[src/rtl/dmem_port_sched.sv]
// Arbitrates the single data-memory port between loads and the finished-store drain,
// forwarding a pending store's data to a same-address load without touching memory.
module dmem_port_sched #(
   parameter int ADDR_W     = 5,
   parameter int DATA_W     = 33,
   parameter int STARVE_MAX = 4
) (
   input  logic              clk,
   input  logic              rst,
   input  logic              st_valid,
   input  logic [ADDR_W-1:0] st_addr,
   input  logic [DATA_W-1:0] st_data,
   output logic              st_done,
   input  logic              ld_req,
   input  logic [ADDR_W-1:0] ld_addr,
   output logic              ld_grant,
   output logic              ld_valid,
   output logic [DATA_W-1:0] ld_data,
   output logic              ld_fwd,
   output logic              mem_req,
   output logic              mem_we,
   output logic [ADDR_W-1:0] mem_addr,
   output logic [DATA_W-1:0] mem_wdata,
   input  logic              mem_ack,
   input  logic [DATA_W-1:0] mem_rdata,
   output logic              busy
);

   localparam int CNT_W = (STARVE_MAX < 1) ? 1 : $clog2(STARVE_MAX + 1);
   localparam logic [CNT_W-1:0] CNT_MAX = CNT_W'(STARVE_MAX);

   typedef enum logic [1:0] {IDLE, LD_WAIT, ST_WAIT} state_t;

   state_t              state_q, state_d;
   logic [CNT_W-1:0]    cnt_q, cnt_d;
   logic                mem_req_q, mem_req_d;
   logic                mem_we_q, mem_we_d;
   logic [ADDR_W-1:0]   mem_addr_q, mem_addr_d;
   logic [DATA_W-1:0]   mem_wdata_q, mem_wdata_d;
   logic                ld_valid_q, ld_valid_d;
   logic [DATA_W-1:0]   ld_data_q, ld_data_d;
   logic                ld_fwd_q, ld_fwd_d;

   logic                fwd_hit;
   logic                st_win;
   logic [CNT_W-1:0]    cnt_inc;

   assign fwd_hit = ld_req & st_valid & (ld_addr == st_addr);
   // Loads win over a pending store until they have been granted STARVE_MAX times in a row.
   assign st_win  = st_valid & (~ld_req | (cnt_q == CNT_MAX));
   assign cnt_inc = (cnt_q == CNT_MAX) ? cnt_q : cnt_q + CNT_W'(1);

   always_comb begin
      state_d     = state_q;
      cnt_d       = cnt_q;
      mem_req_d   = mem_req_q;
      mem_we_d    = mem_we_q;
      mem_addr_d  = mem_addr_q;
      mem_wdata_d = mem_wdata_q;
      ld_valid_d  = 1'b0;
      ld_data_d   = ld_data_q;
      ld_fwd_d    = 1'b0;
      ld_grant    = 1'b0;
      st_done     = 1'b0;

      case (state_q)
         IDLE: begin
            if (fwd_hit) begin
               ld_grant   = 1'b1;
               ld_valid_d = 1'b1;
               ld_fwd_d   = 1'b1;
               ld_data_d  = st_data;
               cnt_d      = cnt_inc;
            end else if (st_win) begin
               mem_req_d   = 1'b1;
               mem_we_d    = 1'b1;
               mem_addr_d  = st_addr;
               mem_wdata_d = st_data;
               state_d     = ST_WAIT;
               cnt_d       = '0;
            end else if (ld_req) begin
               ld_grant   = 1'b1;
               mem_req_d  = 1'b1;
               mem_we_d   = 1'b0;
               mem_addr_d = ld_addr;
               state_d    = LD_WAIT;
               cnt_d      = st_valid ? cnt_inc : '0;
            end
         end
         LD_WAIT: begin
            if (mem_ack) begin
               mem_req_d  = 1'b0;
               ld_valid_d = 1'b1;
               ld_data_d  = mem_rdata;
               state_d    = IDLE;
            end
         end
         ST_WAIT: begin
            st_done = mem_ack;
            if (mem_ack) begin
               mem_req_d = 1'b0;
               state_d   = IDLE;
            end
         end
         default: state_d = IDLE;
      endcase

      if (!st_valid) cnt_d = '0;
   end

   always_ff @(posedge clk or negedge rst) begin
      if (!rst) begin
         state_q     <= IDLE;
         cnt_q       <= '0;
         mem_req_q   <= 1'b0;
         mem_we_q    <= 1'b0;
         mem_addr_q  <= '0;
         mem_wdata_q <= '0;
         ld_valid_q  <= 1'b0;
         ld_data_q   <= '0;
         ld_fwd_q    <= 1'b0;
      end else begin
         state_q     <= state_d;
         cnt_q       <= cnt_d;
         mem_req_q   <= mem_req_d;
         mem_we_q    <= mem_we_d;
         mem_addr_q  <= mem_addr_d;
         mem_wdata_q <= mem_wdata_d;
         ld_valid_q  <= ld_valid_d;
         ld_data_q   <= ld_data_d;
         ld_fwd_q    <= ld_fwd_d;
      end
   end

   assign mem_req   = mem_req_q;
   assign mem_we    = mem_we_q;
   assign mem_addr  = mem_addr_q;
   assign mem_wdata = mem_wdata_q;
   assign ld_valid  = ld_valid_q;
   assign ld_data   = ld_data_q;
   assign ld_fwd    = ld_fwd_q;
   assign busy      = (state_q != IDLE);

endmodule

[config.mk]
export PLATFORM = sky130hd
export DESIGN_NAME = dmem_port_sched
export DESIGN_NICKNAME = d
export VERILOG_FILES = /design/src/rtl/dmem_port_sched.sv
export SDC_FILE = /design/constraint.sdc
export NUM_CORES = 1
export LEC_CHECK = 0
export CORE_ASPECT_RATIO = 1.5
export CORE_MARGIN = 1
export CORE_UTILIZATION = 42
export DETAILED_ROUTE_END_ITERATION = 16
export MAX_ROUTING_LAYER = met4
export PLACE_DENSITY = 0.87
export RECOVER_POWER = 100
export SLEW_MARGIN = 20
export SYNTH_ARGS = -nofsm -noshare
export SYNTH_HDL_FRONTEND = slang
export SYNTH_SLANG_ARGS = --single-unit
[constraint.sdc]
create_clock -name clk -period 2.8 [get_ports clk]
set_clock_uncertainty 0.2 [all_clocks]
set_input_delay 0.42 -clock clk [delete_from_list [all_inputs] [get_ports clk]]
set_output_delay 0.42 -clock clk [all_outputs]
set_load 0.01 [all_outputs]
==> impl_metrics.ini <==
[detailed_routing]
drcViolationCount = 0
wl_um = 10300
drtPass1Iterations = 4
dr_total_vias = 3157
drtIter0Drc = 162
vias_per_cell = 5.34
antenna_left = 0
wl_per_cell_um = 17.4

[critical_path]
worst_setup_path_start_kind = input pin
crit_buf_inv = 2
r2r_slack_ps = 440
reg2reg_depth = 8
crit_start = ld_addr[0]
critPathTopFamily = simple AND/OR/NAND/NOR gates
critical_path_required_ps = 2180
worstSetupPathType = input pin to output port
worst_ep_arrival_time_ps = 2100
worstReg2RegStart = cnt_q[0]
crit_path_max_incr_delay_ps = 560
cp_cell_sequence = clkdlybuf4s50_1 -> xor2_1 -> or4_1 -> nor2_1 -> a21o_1 -> and2_1 -> clkbuf_2
cp-end-kind = output port
r2r_end = mem_wdata[31]
cp_max_fo = 2
slowest_stage = or4_1

[synthesis]
syn_area_um2 = 3660
synth_area_leaders = dfrtp_1 55%, mux2i_1 11%, a21oi_1 9.0%
ys.warnings.count = 0
syn_inst = 311
ys_seq_elements = 80
ys_seq_area_share_pct = 54.8
synth_cell_types = 36
synth_top_area_share_pct = 54.8
syn_nets = 397
synth.avg_cell_area_um2 = 11.8
synth_area_leader_cell = dfrtp_1

[clock_network]
htree_levels = 3
cts.sinks = 80
clk_path_buf_depth = 2
clockRootBuffer = clkbuf_16
clkTransAtPathRegs_ps = 60
numCtsBuffers = 9
insertion_delay_ps = 330
cts_tree = built

[min_path]
hold_depth = 1
hold_class = register to register
min_to = mem_wdata[15]
hp-start = mem_wdata[15]

[timing]
setup_violations = 0
finalHoldViolations = 0
period_needed_ps = 2720
fin_crit_sh_pct = 97.1
report.final.slew_viol_count = 0
fin_hold_ws_ps = 284
worst_pin_slew_ps = 1100
max_freq_mhz = 368
max_slew_margin_pct = 26.4
grt_setup_unrepaired = no

[placed_design]
finalWeightedCongestion = 0.775
io_buffers = 158
dp_hpwl_um = 7510

[run_status]
status = finished clean

[global_route]
grt_pass1_wl_um = 16200
antenna_found_initial = 0
grt_overflow = 0
grt_max_degree = 81
first_global_vias = 3314
grtUsageTotal_pct = 24.4

[die]
coreArea_um2 = 8410
rows = 41
dieHeight_um = 116
die_w_um = 78.2
start_util_pct = 43.5
io_pins = 159
fp.dieArea_um2 = 9090

[layout]
num_antenna_cells = 0
area_growth_pct = 57.2
fin_nets = 565
final_util_pct = 68.3
drive_above_1_share_pct = 9.30

[power]
power_density_nw_per_um2 = 1110
power_leakage_nw = 2.42
vdd_ir_drop_max_v = 0.000724

[job]
max_cap_viol_count = 0
## where the power goes
part | total, mW | switching, mW | leakage (nW) | internal, mW
sequential | 2.00 | 0.280 | 0.930 | 1.72
clock | 1.29 | 0.464 | 0.165 | 0.828
combinational | 3.09 | 1.57 | 1.32 | 1.52
## timing repair
action	in CTS	in global routing
setup buffers	0	0
gates resized for setup	2	2
endpoints found under the hold margin	0	19
hold buffers	0	1
setup endpoints to repair	1	1
pin swaps	0	0
## cells in the final DEF (no fill, tap or decap), types with 3 or more instances in the layout
cell type and instances:
a21oi_1 66, mux2_2 4, mux2i_1 40, clkbuf_16 9, nand2_1 11, nor2_1 5
inv_1 6, clkdlybuf4s50_1 80, mux2_1 29, dfrtp_1 80, xor2_1 3, o21ai_0 14
ha_1 4, dlygate4sd3_1 77, buf_4 14
## state kept, by name, summed over array words and instances (netlist names)
name,cells
mem_wdata,33
cnt_q,3
ld_data,33
mem_we,1
mem_addr,5
ld_valid,1
mem_req,1
state_q,2
ld_fwd,1
## worst max path at each step
stage                     slack (ps)  cells after the start             to
after floorplan                  480                      7  mem_wdata[10]
after global placement          -230                      7       ld_grant
after detailed placement        -270                      7       ld_grant
after CTS                         30                      7       ld_grant
after global routing              20                      9    ld_data[14]
final                             80                      7       ld_grant
## cell type report
class,count,area (um^2)
well taps,107,134
clock buffers,11,253
multi-input cells,204,1520
fillers,628,2670
flip-flops and latches,80,2000
inverters,6,22.5
clock inverters,5,78.8
repair buffers,178,1730
## through the flow
| step | total power, mW | worst slack, ps | setup TNS [ps] | area (um^2) | std cells |
|---|---|---|---|---|---|
| 2_1_floorplan | 3.61 | 485 | 0 | 3660 | 311 |
| 3_3_place_gp | 5.21 | -234 | -1960 | 5430 | 574 |
| 3_5_place_dp | 5.34 | -270 | -3700 | 5430 | 574 |
| 4_1_cts | 6.66 | 25.1 | 0 | 5760 | 590 |
| 5_1_grt | 6.76 | 18.7 | 0 | 5750 | 591 |
| 6_report | 6.38 | 81.2 | 0 | 5750 | 591 |
## layer usage
| layer | up-vias | GRT usage [%] | wire length [um] |
|---|---|---|---|
| met5 | - | - | 0 |
| met4 | 0 | 14.4 | 380 |
| met3 | 31 | 5.23 | 501 |
| met2 | 130 | 43.1 | 5650 |
| met1 | 1549 | 24.6 | 3750 |
| li1 | 1447 | - | - |
## cell usage after synthesis
| master | number |
|---|---|
| a21bo_2 | 1 |
| a21boi_0 | 1 |
| a21boi_1 | 1 |
| a21o_1 | 1 |
| a21oi_1 | 66 |
| a22o_1 | 1 |
| and2_1 | 3 |
| buf_2 | 8 |
| buf_4 | 2 |
| buf_6 | 3 |
| clkbuf_1 | 8 |
| dfrtp_1 | 80 |
| ha_1 | 5 |
| inv_1 | 6 |
| mux2_1 | 29 |
| mux2_2 | 4 |
| mux2i_1 | 40 |
| nand2_1 | 11 |
| nand2b_1 | 1 |
| nand3_1 | 2 |
| nand3b_1 | 1 |
| nand4_1 | 1 |
| nor2_1 | 5 |
| nor3_1 | 2 |
| o2111ai_1 | 1 |
| o211ai_1 | 1 |
| o21ai_0 | 14 |
| o21ai_1 | 1 |
| o21ai_2 | 1 |
| o22ai_1 | 2 |
| or2_1 | 1 |
| or2_2 | 1 |
| or4_1 | 1 |
| or4_4 | 1 |
| xnor2_1 | 2 |
| xor2_1 | 3 |
## cells by family after synthesis
logic type                 share of synthesized area [%]
adders and majority gates                           1.71
AOI/OAI and AO/OA                                   13.2
buffers and inverters                               3.87
and+or+nand+nor                                     4.11
DFF                                                 54.8
xor gates and xnor gates                            1.20
muxes                                               21.1
## worst reg2reg max path: cells and delay by family, from the launching register on
family	cells	cell delay, ps
buffers and inverters	3	450
AND/OR/NAND/NOR	2	440
flip-flops	1	410
multiplexers	1	340
AO/OA/AOI/OAI	1	240
adder cells (fa/ha/maj)	1	160
Power figures use the tool's default switching activity.
